## config.mk

```make
export PLATFORM = sky130hd
export DESIGN_NAME = vector_fetch_sequencer
export DESIGN_NICKNAME = d
export VERILOG_FILES = /design/src/rtl/vector_fetch_sequencer.sv
export SDC_FILE = /design/constraint.sdc
export NUM_CORES = 1
export LEC_CHECK = 0
export BUFFER_PORTS_ARGS = -buffer_cell sky130_fd_sc_hd__clkbuf_2
export CORE_ASPECT_RATIO = 1.1
export CORE_MARGIN = 2
export CORE_UTILIZATION = 60
export CTS_CLUSTER_SIZE = 20
export DETAILED_ROUTE_END_ITERATION = 10
export GPL_ROUTABILITY_DRIVEN = 0
export GPL_TIMING_DRIVEN = 0
export MAX_ROUTING_LAYER = met4
export PLACE_DENSITY = 0.83
export SLEW_MARGIN = 20
export SYNTH_ARGS = -nofsm -noshare
export SYNTH_HDL_FRONTEND = slang
export SYNTH_SLANG_ARGS = --single-unit
```

## constraint.sdc

```tcl
create_clock -name clk_12 -period 5.1 [get_ports clk_12]
set_input_delay 1.02 -clock clk_12 [delete_from_list [all_inputs] [get_ports clk_12]]
set_output_delay 1.02 -clock clk_12 [all_outputs]
set_load 0.05 [all_outputs]
```

## src/rtl/vector_fetch_sequencer.sv

```systemverilog
// rtl/vector_fetch_sequencer.sv - AVG display-list walker: fetch, decode, JSRL/RTSL stack, command handshake.
// Optional stack fault guard enabled by defining VFS_STACK_GUARD_EN.
module vector_fetch_sequencer #(
  parameter int ADDR_W      = 13,
  parameter int STACK_DEPTH = 4
) (
  input  logic              clk_12,
  input  logic              reset,
  input  logic              evg_go,
  input  logic              evg_res,
  output logic              halted,
  output logic              stack_err,
  output logic              mem_rd,
  output logic [ADDR_W-1:0] mem_addr,
  input  logic [15:0]       mem_data,
  output logic              cmd_valid,
  input  logic              cmd_ready,
  output logic [1:0]        cmd_kind,
  output logic [12:0]       cmd_dx,
  output logic [12:0]       cmd_dy,
  output logic [2:0]        cmd_z,
  output logic [10:0]       cmd_param
);
  localparam int IDX_W = $clog2(STACK_DEPTH);
`ifdef VFS_STACK_GUARD_EN
  localparam int SP_W = IDX_W + 1;
`else
  localparam int SP_W = IDX_W;
`endif

  typedef enum logic [2:0] {S_IDLE, S_FETCH, S_DEC0, S_DEC1, S_EMIT} state_t;

  state_t            state_q, state_d;
  logic [ADDR_W-1:0] pc_q, pc_d;
  logic [SP_W-1:0]   sp_q, sp_d;
  logic              stack_err_q, stack_err_d;
  logic [1:0]        kind_q, kind_d;
  logic [12:0]       dx_q, dx_d, dy_q, dy_d;
  logic [2:0]        z_q, z_d;
  logic [10:0]       param_q, param_d;
  logic [ADDR_W-1:0] stack_q [STACK_DEPTH];
  logic              stack_we;

  logic [2:0]        opcode;
  logic [ADDR_W-1:0] pc_inc, jump_tgt;
  logic [IDX_W-1:0]  push_idx, pop_idx;
  logic [12:0]       svec_dx, svec_dy;
  logic              stack_full, stack_empty;

  assign opcode   = mem_data[15:13];
  assign pc_inc   = pc_q + ADDR_W'(1);
  assign jump_tgt = ADDR_W'(mem_data[12:0]);
  assign push_idx = IDX_W'(sp_q);
  assign pop_idx  = IDX_W'(sp_q - SP_W'(1));
  // Short-vector fields are 5-bit signed, scaled by two.
  assign svec_dy  = {{7{mem_data[12]}}, mem_data[12:8], 1'b0};
  assign svec_dx  = {{7{mem_data[4]}}, mem_data[4:0], 1'b0};

`ifdef VFS_STACK_GUARD_EN
  assign stack_full  = (sp_q == SP_W'(STACK_DEPTH));
  assign stack_empty = (sp_q == '0);
`else
  assign stack_full  = 1'b0;
  assign stack_empty = 1'b0;
`endif

  assign halted    = (state_q == S_IDLE);
  assign cmd_valid = (state_q == S_EMIT);
  assign stack_err = stack_err_q;
  assign cmd_kind  = kind_q;
  assign cmd_dx    = dx_q;
  assign cmd_dy    = dy_q;
  assign cmd_z     = z_q;
  assign cmd_param = param_q;

  always_comb begin
    state_d     = state_q;
    pc_d        = pc_q;
    sp_d        = sp_q;
    stack_err_d = stack_err_q;
    kind_d      = kind_q;
    dx_d        = dx_q;
    dy_d        = dy_q;
    z_d         = z_q;
    param_d     = param_q;
    stack_we    = 1'b0;
    mem_rd      = 1'b0;
    mem_addr    = '0;
    case (state_q)
      S_IDLE: begin
        if (evg_go) begin
          state_d = S_FETCH;
          pc_d    = '0;
          sp_d    = '0;
        end
      end
      S_FETCH: begin
        mem_rd   = 1'b1;
        mem_addr = pc_q;
        state_d  = S_DEC0;
      end
      S_DEC0: begin
        case (opcode)
          3'b000: begin
            mem_rd   = 1'b1;
            mem_addr = pc_inc;
            pc_d     = pc_inc;
            kind_d   = 2'd0;
            dy_d     = mem_data[12:0];
            param_d  = '0;
            state_d  = S_DEC1;
          end
          3'b001: state_d = S_IDLE;
          3'b010: begin
            kind_d  = 2'd0;
            dy_d    = svec_dy;
            dx_d    = svec_dx;
            z_d     = mem_data[7:5];
            param_d = '0;
            pc_d    = pc_inc;
            state_d = S_EMIT;
          end
          3'b011: begin
            kind_d  = mem_data[12] ? 2'd2 : 2'd1;
            param_d = mem_data[12] ? mem_data[10:0] : {3'b000, mem_data[7:0]};
            dx_d    = '0;
            dy_d    = '0;
            z_d     = '0;
            pc_d    = pc_inc;
            state_d = S_EMIT;
          end
          3'b100: begin
            kind_d  = 2'd3;
            param_d = '0;
            dx_d    = '0;
            dy_d    = '0;
            z_d     = '0;
            pc_d    = pc_inc;
            state_d = S_EMIT;
          end
          3'b101: begin
            if (stack_full) begin
              stack_err_d = 1'b1;
              state_d     = S_IDLE;
            end else begin
              stack_we = 1'b1;
              sp_d     = sp_q + SP_W'(1);
              pc_d     = jump_tgt;
              state_d  = S_FETCH;
            end
          end
          3'b110: begin
            if (stack_empty) begin
              stack_err_d = 1'b1;
              state_d     = S_IDLE;
            end else begin
              sp_d    = sp_q - SP_W'(1);
              pc_d    = stack_q[pop_idx];
              state_d = S_FETCH;
            end
          end
          default: begin
            pc_d    = jump_tgt;
            state_d = S_FETCH;
          end
        endcase
      end
      S_DEC1: begin
        dx_d    = mem_data[12:0];
        z_d     = mem_data[15:13];
        pc_d    = pc_inc;
        state_d = S_EMIT;
      end
      S_EMIT: begin
        if (cmd_ready) state_d = S_FETCH;
      end
      default: state_d = S_IDLE;
    endcase
    // Abort outranks everything, including a simultaneous start.
    if (evg_res) begin
      state_d     = S_IDLE;
      pc_d        = '0;
      sp_d        = '0;
      stack_err_d = 1'b0;
      stack_we    = 1'b0;
    end
  end

  always_ff @(posedge clk_12) begin
    if (reset) begin
      state_q     <= S_IDLE;
      pc_q        <= '0;
      sp_q        <= '0;
      stack_err_q <= 1'b0;
      kind_q      <= '0;
      dx_q        <= '0;
      dy_q        <= '0;
      z_q         <= '0;
      param_q     <= '0;
    end else begin
      state_q     <= state_d;
      pc_q        <= pc_d;
      sp_q        <= sp_d;
      stack_err_q <= stack_err_d;
      kind_q      <= kind_d;
      dx_q        <= dx_d;
      dy_q        <= dy_d;
      z_q         <= z_d;
      param_q     <= param_d;
    end
  end

  always_ff @(posedge clk_12) begin
    if (reset) begin
      for (int i = 0; i < STACK_DEPTH; i++) stack_q[i] <= '0;
    end else if (stack_we) begin
      stack_q[push_idx] <= pc_inc;
    end
  end
endmodule
```

==> metrics.md, run 1 <==
| Metric | Value |
|---|---|
| Mapped Cells | 548 |
| Worst vdd ir | 0.000193 V |
| Height of the die | 104 µm |
| Detail Route Antenna Nets | 0 |
| Setup TNS | 0 ns |
| FF+latch area | 2760 µm² |
| Via count | 4788 |
| Filler Cells Inserted | 684 |
| Count of cell types in the netlist | 71 |
| DP Wirelength | 10.8 mm |
| Fmax | 0.258 GHz |
| Initial Util | 0.618 |
| Synth-to-layout area growth | 13.0% |
| Fin. max-slew vios | 0 |
| Final hold vios | 0 |
| Average instance area after synthesis | 10.0 µm² |
| GR Util met2 | 0.489 |
| CTS sink cnt | 112 |
| Die footprint | 9920 µm² |
| RSZ-0062 raised after global routing | false |
| Worst hold path type | register to register |
| Fin nets | 657 |
| Synth Net Count | 570 |
| CP arrival | 2.86 ns |
| Worst Max-Slew Pin Slew | 0.817 ns |
| Root Buffer | clkbuf_8 |
| Clk buf depth | 2 |
| Netlist Area Pre-Place | 5480 µm² |
| H-tree levels | 3 |
| Largest net degree at the start of global routing | 19 |
| Antenna violations before repair | 0 |
| Synth area leaders | edfxtp_1, dfxtp_1, nor2_1 |
| DR WL/cell | 19.4 µm |
| Tot GR Track Use | 0.308 |
| Sequential fraction of the synthesis area | 0.504 |
| IO Pins | 80 |
| Core area | 8870 µm² |
| Port bufs | 74 |
| N_diodes | 0 |
| Synth warn | 0 |
| GR met3 Demand/Resource | 0.0384 |
| Period utilisation layout | 0.761 |
| Post-synth ARST share | 0 |
| Number of synthesized flops with an enable pin | 52 |
| Top FF cell, synth | dfxtp_1 |
| Wire length of the first global-routing pass | 22.8 mm |
| Power per cell area | 254 nW/µm² |
| Vias in the first global route | 4465 |
| Kind of critical path | input port to primary output |
| Post-CTS sizing | 0 |
| Slew headroom | 0.449 |
| Yosys top cell by area | edfxtp_1 |
| Worst endpoint required time | 4.08 ns |
| Placed Cells | 738 |
| Flops & latches, synth | 112 |
| Die Width | 95.1 µm |
| GR peak layer | met2 |
| Multi-input gate area | 2440 µm² |
| Setup Skew | 0.0146 ns |
| CP endpoint kind | primary output |
| Reg clk slew, reported paths | 0.11 ns |
| Max Cap Viol | 0 |
| Synth top cells by count | nor2_1, dfxtp_1, edfxtp_1 |
| Worst-Skew Late Latency | 0.39 ns |
| Status | completed |
| GRT met1 Usage | 0.397 |
| CTS buffer count | 9 |
| Most common cell in the netlist | nor2_1 |
| TritonCTS clock tree | done |
| Drt drc | 0 |
| Non-filler instance count after layout | 754 |
| Drt first pass iters | 6 |
| # setup viols final | 0 |
| Tmin final | 3.88 ns |
| Setup Buffers After CTS | 0 |
| Worst-path fanout max | 10 |
| Grt ovf | 0 |
| Yosys top cell area share | 0.285 |
| Fraction of layout cells with a size suffix above 1 | 0.239 |
| Num rows | 36 |
| Via density | 6.35 |
| Hold-fix buffers, CTS | 0 |
| DRT Wirelength | 14.6 mm |
| Initial DRC count | 435 |
| LEAKAGE | 0.00226 µW |
| Startpoint Class | input port |
through the flow:
stage | power, µW | hold slack, ns | worst slack, ns | cell area, µm² | util
after floorplan | 1050 | 0.507 | 0.983 | 5480 | -
after global placement | 1090 | 0.468 | 0.623 | 5990 | 0.676
after detailed placement | 1090 | 0.475 | 1.27 | 6020 | 0.678
after CTS | 1570 | 0.492 | 1.26 | 6190 | 0.698
after global routing | 1610 | 0.519 | 1.06 | 6190 | 0.698
final | 1580 | 0.490 | 1.22 | 6190 | 0.698
registers in the layout, summed over array words and instances (netlist names):
register / flops
cmd_dx: 13
cmd_dy: 13
cmd_kind: 2
cmd_param: 11
cmd_z: 3
pc_q: 13
push_idx: 2
stack_q: 52
state_q: 3
final cells by class:
class,count,share of cell area
buffer,45,0.0404
clock buffer,10,0.0222
clock inverter,6,0.00626
inverter,10,0.00606
multi-input combinational,381,0.394
sequential,112,0.446
tap,114,0.0230
timing repair buffer,76,0.0622
cells in the final DEF (no fill, tap or decap), types with 3 or more instances in the layout:
| master | count |
|---|---|
| a32oi_1 | 3 |
| buf_6 | 5 |
| nor2b_1 | 5 |
| a22o_1 | 4 |
| clkbuf_8 | 10 |
| nor3b_1 | 4 |
| inv_1 | 11 |
| buf_2 | 16 |
| a21oi_1 | 33 |
| buf_4 | 8 |
| nand2_1 | 44 |
| nor2_1 | 84 |
| clkbuf_2 | 75 |
| nor2_2 | 10 |
| nand2b_1 | 11 |
| or2_1 | 3 |
| dfxtp_1 | 60 |
| o22ai_1 | 6 |
| clkbuf_1 | 16 |
| nor4_1 | 3 |
| mux4_2 | 13 |
| xnor2_1 | 7 |
| a221oi_1 | 6 |
| o21ai_1 | 3 |
| xor2_1 | 5 |
| edfxtp_1 | 52 |
| a22oi_1 | 23 |
| o21ai_0 | 29 |
| a211oi_1 | 8 |
| a311oi_1 | 3 |
| nand3_1 | 9 |
| and2_1 | 3 |
| nand4_1 | 5 |
| nor3_1 | 14 |
cells by family after synthesis:
family	share of synthesized area
and+or+nand+nor	0.190
AOI/OAI and AO/OA	0.174
DFF	0.504
buffers and inverters	0.0525
muxes	0.0571
xor gates and xnor gates	0.0192
adders and majority gates	0.00228
other	0.000684
worst max-delay path, cell delays in order:
cell and delay (ns):
buf_2 0.16, clkbuf_1 0.24, nor2_1 0.20, nand3b_1 0.25, clkbuf_1 0.30, o31ai_1 0.34
clkbuf_2 0.34
final timing paths:
kind,startpoint,slack [ns],to,depth (start not counted)
setup reg to reg,push_idx[0]$_SDFFE_PP0P_,2.54,stack_q[2][1]$_SDFFCE_PN0P_,6
hold reg to reg,cmd_dx[0]$_SDFFE_PP0P_,0.49,cmd_dx[0]$_SDFFE_PP0P_,2
setup / recovery,mem_data[13],1.22,mem_addr[12],7
hold / removal,cmd_dx[0]$_SDFFE_PP0P_,0.49,cmd_dx[0]$_SDFFE_PP0P_,2
report_power, final:
part	switching (µW)	leakage [µW]	internal (µW)	total, µW
combinational	80.6	0.00114	34.3	115
sequential	5.52	0.00102	953	958
clock	309	0.0000991	193	502
total	395	0.00226	1180	1580
metal layers:
| metal | vias up | routed length (µm) |
|---|---|---|
| met5 | - | 0 |
| met4 | 0 | 510 |
| met3 | 49 | 1370 |
| met2 | 285 | 7120 |
| met1 | 2282 | 5630 |
| li1 | 2172 | - |
Power figures use the tool's default switching activity.
==> inputs of run 2 (changes only) <==
--- a/config.mk
+++ b/config.mk
@@ -5,16 +5,17 @@
 export SDC_FILE = /design/constraint.sdc
 export NUM_CORES = 1
 export LEC_CHECK = 0
+export ABC_AREA = 1
 export BUFFER_PORTS_ARGS = -buffer_cell sky130_fd_sc_hd__clkbuf_2
 export CORE_ASPECT_RATIO = 1.1
 export CORE_MARGIN = 2
-export CORE_UTILIZATION = 60
+export CORE_UTILIZATION = 52
 export CTS_CLUSTER_SIZE = 20
 export DETAILED_ROUTE_END_ITERATION = 10
 export GPL_ROUTABILITY_DRIVEN = 0
 export GPL_TIMING_DRIVEN = 0
 export MAX_ROUTING_LAYER = met4
-export PLACE_DENSITY = 0.83
+export PLACE_DENSITY = 0.76
 export SLEW_MARGIN = 20
 export SYNTH_ARGS = -nofsm -noshare
 export SYNTH_HDL_FRONTEND = slang
==> constraint.sdc (replaced) <==
create_clock -name clk_12 -period 3.5 [get_ports clk_12]
set_input_delay 0.7 -clock clk_12 [delete_from_list [all_inputs] [get_ports clk_12]]
set_output_delay 0.7 -clock clk_12 [all_outputs]
set_load 0.05 [all_outputs]
==> run 2 against run 1 <==
  * Non-clock buffer count decreased by 11
  * Die area increased by 17%
  * Sequential power increased by 46%
  * Critical endpoint is now mem_addr[8]
==> metrics.md, run 2 <==
| Metric | Value |
|---|---|
| Height of the die | 113 µm (+8.2%) |
| Most flops, register | stack_q |
| Status | completed |
| Worst-path fanout max | 7 (-3) |
| # setup viols final | 0 (unchanged) |
| Max reg flops | 52 (unchanged) |
| DP Wirelength | 11.9 mm (+11%) |
| Cell area after layout | 6470 µm² (+4.4%) |
| CP dominant cell by count | nand2_1 |
| Num rows | 39 (+8.3%) |
| Crit path cell chain | ha_1 -> nand2_1 -> nor2_1 -> nand2_1 -> nand2_1 -> nand2_1 -> o22ai_1 -> clkbuf_2 |
| Worst Hold Launch | cmd_param[7]$_SDFFE_PP0P_ |
| DRT Wirelength | 16.2 mm (+11%) |
| Via count | 5537 (+16%) |
| Critical path origin | pc_q[0]$_SDFFE_PP0P_ |
| Average instance area after synthesis | 7.39 µm² (-26%) |
| Worst vdd ir | 0.000331 V (+71%) |
| Filler Cells Inserted | 1006 (+47%) |
| Leading cell type in the layout, fill and taps excluded | nand2_1 |
| IO Pins | 80 (unchanged) |
| Startpoint Class | register |
| Antenna violations before repair | 0 (unchanged) |
| Reg clk slew, reported paths | 0.07 ns (-0.04 ns) |
| Final Util | 0.619 (-0.0786) |
| CTS sink cnt | 112 (unchanged) |
| Core area | 10400 µm² (+18%) |
| CP arrival | 2.46 ns (-0.40 ns) |
| Synth-to-layout area growth | 15.5% |
| Fmax | 0.317 GHz |
| Mapped Cells | 758 (+38%) |
| Worst setup margin | 0.342 ns (-0.876 ns) |
| Initial Util | 0.536 (-0.0814) |
| Sequential fraction of the synthesis area | 0.493 (-0.0107) |
| Wire length of the first global-routing pass | 26.1 mm (+14%) |
| Final hold vios | 0 (unchanged) |
| H-tree levels | 3 (unchanged) |
| Setup Buffers After CTS | 0 (unchanged) |
| Slew headroom | 0.445 (-0.00465) |
| Placed Area | 6180 µm² (+2.7%) |
| Netlist Area Pre-Place | 5600 µm² (+2.2%) |
| Yosys top cell by area | edfxtp_1 |
| Yosys top cell area share | 0.279 (-0.00605) |
| Detail Route Antenna Nets | 0 (unchanged) |
| Post-CTS sizing | 0 (unchanged) |
| Top FF cell, synth | dfxtp_1 |
| Worst Path Buf+Inv | 1 (-3) |
| Number of synthesized flops with an enable pin | 52 (unchanged) |
| Clk buf depth | 2 (unchanged) |
| Setup Skew | 0.00960 ns (-0.00495 ns) |
| Tot GR Track Use | 0.299 (-0.00918) |
| Worst hold path type | register to register |
| Synth Net Count | 780 (+37%) |
| Die Width | 103 µm (+8.2%) |
| Vias in the first global route | 5253 (+18%) |
| Grt ovf | 0 (unchanged) |
| Setup WS pre-CTS | 0.715 ns (-0.551 ns) |
| Fraction of layout cells with a size suffix above 1 | 0.165 (-0.0746) |
| CTS buffer count | 9 (unchanged) |
| LEAKAGE | 0.00269 µW (+19%) |
| Max Cap Viol | 0 (unchanged) |
| Drt first pass iters | 6 (unchanged) |
| Commonest non-fill, non-tap cells in the layout | nand2_1, nor2_1, clkbuf_2 |
| Setup TNS | 0 ns (unchanged) |
| Die footprint | 11600 µm² (+17%) |
| Most common cell in the netlist | nand2_1 |
| Synth warn | 0 (unchanged) |
| Top delay family on crit path | simple AND/OR/NAND/NOR gates |
| Worst endpoint required time | 2.80 ns (-1.28 ns) |
| CP endpoint kind | primary output |
| Fin nets | 868 (+32%) |
| Kind of critical path | register to primary output |
| CP max-delay cell | dfxtp_1 |
| DR WL/cell | 16.3 µm (-16%) |
| Worst path max stage delay | 0.44 ns (+0.10 ns) |
| Post-synth ARST share | 0 (unchanged) |
| Port bufs | 77 (+4.1%) |
| Flops & latches, synth | 112 (unchanged) |
| RSZ-0062 raised after global routing | false |
| Worst Max-Slew Pin Slew | 0.833 ns (+0.0159 ns) |
| Period utilisation layout | 0.902 |
| Initial DRC count | 651 (+50%) |
| Critical R2R Launch | state_q[2]$_SDFFE_PP0P_ |
| Synth top cells by count | nand2_1, nor2_1, nand3_1 |
| Fin. max-slew vios | 0 (unchanged) |
| N_diodes | 0 (unchanged) |
| Count of cell types in the netlist | 32 (-55%) |
| Largest net degree at the start of global routing | 20 (+1) |
| Synth area leaders | edfxtp_1, dfxtp_1, nand2_1 |
| Drt drc | 0 (unchanged) |
| Power per cell area | 411 nW/µm² (+61%) |
| Root Buffer | clkbuf_16 |
| Hold-fix buffers, CTS | 0 (unchanged) |
| TritonCTS clock tree | done |
| Worst-Skew Late Latency | 0.36 ns (-0.03 ns) |
| Tmin final | 3.16 ns |
| Via density | 5.57 (-12%) |
-- run 2: changes by cell type after synthesis, sizes merged, moves of 8 or more --
cell | previous run | this run
inv | 10 | 55
nor3 | 15 | 2
a21oi | 34 | 57
mux4 | 13 | 0
a31oi | 1 | 12
a22oi | 23 | 0
nand2b | 11 | 0
a211oi | 8 | 0
nor2 | 94 | 86
nand3 | 9 | 64
nand2 | 44 | 273
-- run 2: path summary, 6_finish.rpt --
check / to / cells past startpoint / slack [ns]
worst min register to register: cmd_param[7]$_SDFFE_PP0P_ / 2 / 0.47
worst max-delay path: mem_addr[8] / 8 / 0.34
worst min-delay path: cmd_param[7]$_SDFFE_PP0P_ / 2 / 0.47
worst max register to register: stack_q[2][11]$_SDFFCE_PN0P_ / 8 / 1.08
-- run 2: area by class of cell --
class	count	area, µm²	area share
sequential	112	2760	0.427
inverter	59	221	0.0342
timing repair buffer	77	385	0.0596
tap	143	179	0.0277
clock inverter	6	50.0	0.00774
clock buffer	10	239	0.0370
multi-input combinational	554	2470	0.381
buffer	33	164	0.0253
-- run 2: cells by family after synthesis --
| group | Yosys count | share of synthesized area |
|---|---|---|
| simple gates | 436 | 0.321 |
| fa+ha+maj | 1 | 0.00223 |
| buf+inv | 92 | 0.0688 |
| other cells | 1 | 0.000670 |
| flops | 112 | 0.493 |
| compound gates | 116 | 0.114 |
-- run 2: worst min-delay path: stages, from the launching register on --
cell and delay (ns):
dfxtp_1 0.31, nand2_1 0.06, a21oi_1 0.05
-- run 2: report_power, final --
part	switching (µW)	total, µW	internal (µW)
sequential	10.7	1400	1390
clock	504	1020	514
combinational	183	237	54.1
-- run 2: per-layer routing --
metal  vias up  track usage  routed length [µm]
li1       2668            -                   -
met1      2508        0.394                6440
met2       304        0.457                7560
met3        57       0.0389                1520
met4         0        0.142                 679
met5         -            -                   0
-- run 2: per-stage QoR --
stage          std cells  total power, µW  hold slack, ns
2_1_floorplan        758             1580           0.470
3_3_place_gp         978             1660           0.453
3_5_place_dp         978             1660           0.455
4_1_cts              994             2650           0.468
5_1_grt              994             2730           0.489
6_report             994             2660           0.467
==> inputs of run 3 (changes only) <==
--- a/config.mk
+++ b/config.mk
@@ -8,7 +8,6 @@
 export ABC_AREA = 1
 export BUFFER_PORTS_ARGS = -buffer_cell sky130_fd_sc_hd__clkbuf_2
 export CORE_ASPECT_RATIO = 1.1
-export CORE_MARGIN = 2
 export CORE_UTILIZATION = 52
 export CTS_CLUSTER_SIZE = 20
 export DETAILED_ROUTE_END_ITERATION = 10
==> run 3 against run 2 <==
  * Utilization hardly changed
  * Critical path depth unchanged
  * Sequential cell count unchanged
  * Cell count is the same
  * Clock power hardly changed
  * Routed wire length decreased by 0.22%
  * Hold slack gained 0.0022 ns
  * Design area about the same
  * Critical path type unchanged
==> metrics.md, run 3 (synthesis results as in run 2) <==
| Metric | Value |
|---|---|
| Status | completed |
| Wire length of the first global-routing pass | 25.9 mm (-0.71%) |
| Worst vdd ir | 0.000259 V (-22%) |
| Max reg flops | 52 (unchanged) |
| Commonest non-fill, non-tap cells in the layout | nand2_1, nor2_1, clkbuf_2 |
| Initial Util | 0.536 (unchanged) |
| Largest net degree at the start of global routing | 19 (-5.0%) |
| Core area | 10400 µm² (unchanged) |
| Worst hold path endpoint | cmd_param[0]$_SDFFE_PP0P_ |
| Top delay family on crit path | simple AND/OR/NAND/NOR gates |
| Fmax | 0.321 GHz (+1.5%) |
| Worst-path fanout max | 7 (unchanged) |
| CTS sink cnt | 112 (unchanged) |
| Detail Route Antenna Nets | 0 (unchanged) |
| Clk buf depth | 2 (unchanged) |
| Critical R2R Capture | stack_q[2][11]$_SDFFCE_PN0P_ |
| Kind of critical path | register to primary output |
| Port bufs | 77 (unchanged) |
| Die Width | 101 µm (-1.9%) |
| TritonCTS clock tree | done |
| Worst hold stages | 2 (unchanged) |
| Reg clk slew, reported paths | 0.07 ns (about the same) |
| Tmin final | 3.11 ns (-0.0454 ns) |
| Leading cell type in the layout, fill and taps excluded | nand2_1 |
| Period utilisation layout | 0.889 (-0.0130) |
| CP endpoint kind | primary output |
| Grt ovf | 0 (unchanged) |
| N_diodes | 0 (unchanged) |
| LEAKAGE | 0.00269 µW (about the same) |
| CP dominant cell by count | nand2_1 |
| Final hold vios | 0 (unchanged) |
| Die footprint | 11200 µm² (-3.7%) |
| Num rows | 39 (unchanged) |
| Max Cap Viol | 0 (unchanged) |
| Most flops, register | stack_q |
| Vias in the first global route | 5229 (-0.46%) |
| Setup Skew | 0.00988 ns (+0.000277 ns) |
| Worst Max-Slew Pin Slew | 0.822 ns (-0.0109 ns) |
| Final Power | 2690 µW (+1.3%) |
| Height of the die | 111 µm (-1.8%) |
| Worst-Skew Late Latency | 0.36 ns (about the same) |
| Worst endpoint required time | 2.80 ns (about the same) |
| Cell area after layout | 6470 µm² (about the same) |
| Drt first pass iters | 6 (unchanged) |
| Worst path max stage delay | 0.44 ns (about the same) |
| Crit path cell chain | ha_1 -> nand2_1 -> nor2_1 -> nand2_1 -> nand2_1 -> nand2_1 -> o22ai_1 -> clkbuf_2 |
| Startpoint Class | register |
| Hold-fix buffers, CTS | 0 (unchanged) |
| Fraction of layout cells with a size suffix above 1 | 0.162 (-0.00235) |
| Slew headroom | 0.452 (+0.00725) |
| R2R depth | 8 (unchanged) |
| CP arrival | 2.41 ns (-0.05 ns) |
| Final Util | 0.620 (about the same) |
| Root Buffer | clkbuf_16 |
| # setup viols final | 0 (unchanged) |
| DR WL/cell | 16.3 µm (-0.22%) |
| Setup TNS | 0 ns (unchanged) |
| Via density | 5.59 (+0.38%) |
| Power per cell area | 416 nW/µm² (+1.2%) |
| Drt drc | 0 (unchanged) |
| Filler Cells Inserted | 989 (-1.7%) |
| Fin. max-slew vios | 0 (unchanged) |
| IO Pins | 80 (unchanged) |
| Placed Area | 6180 µm² (unchanged) |
| CP max-delay cell | dfxtp_1 |
| Worst Hold Launch | cmd_param[0]$_SDFFE_PP0P_ |
| Critical R2R Launch | state_q[2]$_SDFFE_PP0P_ |
| Tot GR Track Use | 0.313 (+0.0141) |
| Initial DRC count | 544 (-16%) |
| Fin nets | 868 (unchanged) |
| CTS buffer count | 9 (unchanged) |
| Post-CTS sizing | 0 (unchanged) |
| Worst Path Buf+Inv | 1 (unchanged) |
| H-tree levels | 3 (unchanged) |
| DRT Wirelength | 16.2 mm (-0.22%) |
| Antenna violations before repair | 0 (unchanged) |
| Setup Buffers After CTS | 0 (unchanged) |
| R2r setup slk | 1.06 ns (-0.02 ns) |
| DP Wirelength | 11.7 mm (-2.0%) |
| Synth-to-layout area growth | 15.6% (about the same) |
| Via count | 5558 (+0.38%) |
| Worst hold path type | register to register |
| RSZ-0062 raised after global routing | false |
-- run 3: cell types whose count changed in the layout (fill, tap and decap cells not counted), sizes merged --
cell	change
inv	-1
bufinv	+1
clkinv	+1
clkinvlp	-1
-- run 3: final cells by class --
| cell class | instances | area, µm² | area share |
|---|---|---|---|
| well taps | 143 | 179 | 0.0276 |
| inverters | 59 | 221 | 0.0342 |
| clock inverters | 6 | 65.1 | 0.0101 |
| repair buffers | 77 | 385 | 0.0595 |
| clock buffers | 10 | 229 | 0.0354 |
| multi-input cells | 554 | 2470 | 0.381 |
| plain buffers | 33 | 164 | 0.0253 |
| flip-flops and latches | 112 | 2760 | 0.427 |
-- run 3: per-layer routing --
layer,GRT usage,routed length (µm)
met4,0.145,572
met3,0.0586,1400
met1,0.402,6610
met5,-,0
met2,0.479,7570
-- run 3: worst max-delay path by stage --
| stage | from | endpoint | cells after the start |
|---|---|---|---|
| floorplan | mem_data[13] | mem_addr[0] | 4 |
| global placement | mem_data[14] | stack_q[3][11]$_DFFE_PP_ | 4 |
| detailed placement | evg_res | stack_q[2][10]$_SDFFCE_PN0P_ | 7 |
| CTS | pc_q[0]$_SDFFE_PP0P_ | mem_addr[8] | 8 |
| global route | pc_q[0]$_SDFFE_PP0P_ | mem_addr[12] | 8 |
| finish | pc_q[0]$_SDFFE_PP0P_ | mem_addr[8] | 8 |
-- run 3: tightest hold or removal path, delay by kind of cell (launching register included) --
| family | cells | cell delay (ns) |
|---|---|---|
| compound gates | 1 | 0.05 |
| flops | 1 | 0.31 |
| simple gates | 1 | 0.06 |
-- run 3: where the power goes --
part	internal, µW	switching (µW)
registers	1390	10.6
logic	54.1	181
clock network	559	494
-- run 3: through the flow --
step           setup slack, ns  instances  hold WS [ns]
6_report                 0.387        994         0.469
5_1_grt                  0.245        994         0.486
4_1_cts                  0.438        994         0.467
3_3_place_gp             0.227        978         0.454
3_5_place_dp             0.686        978         0.457
2_1_floorplan            0.596        758         0.470
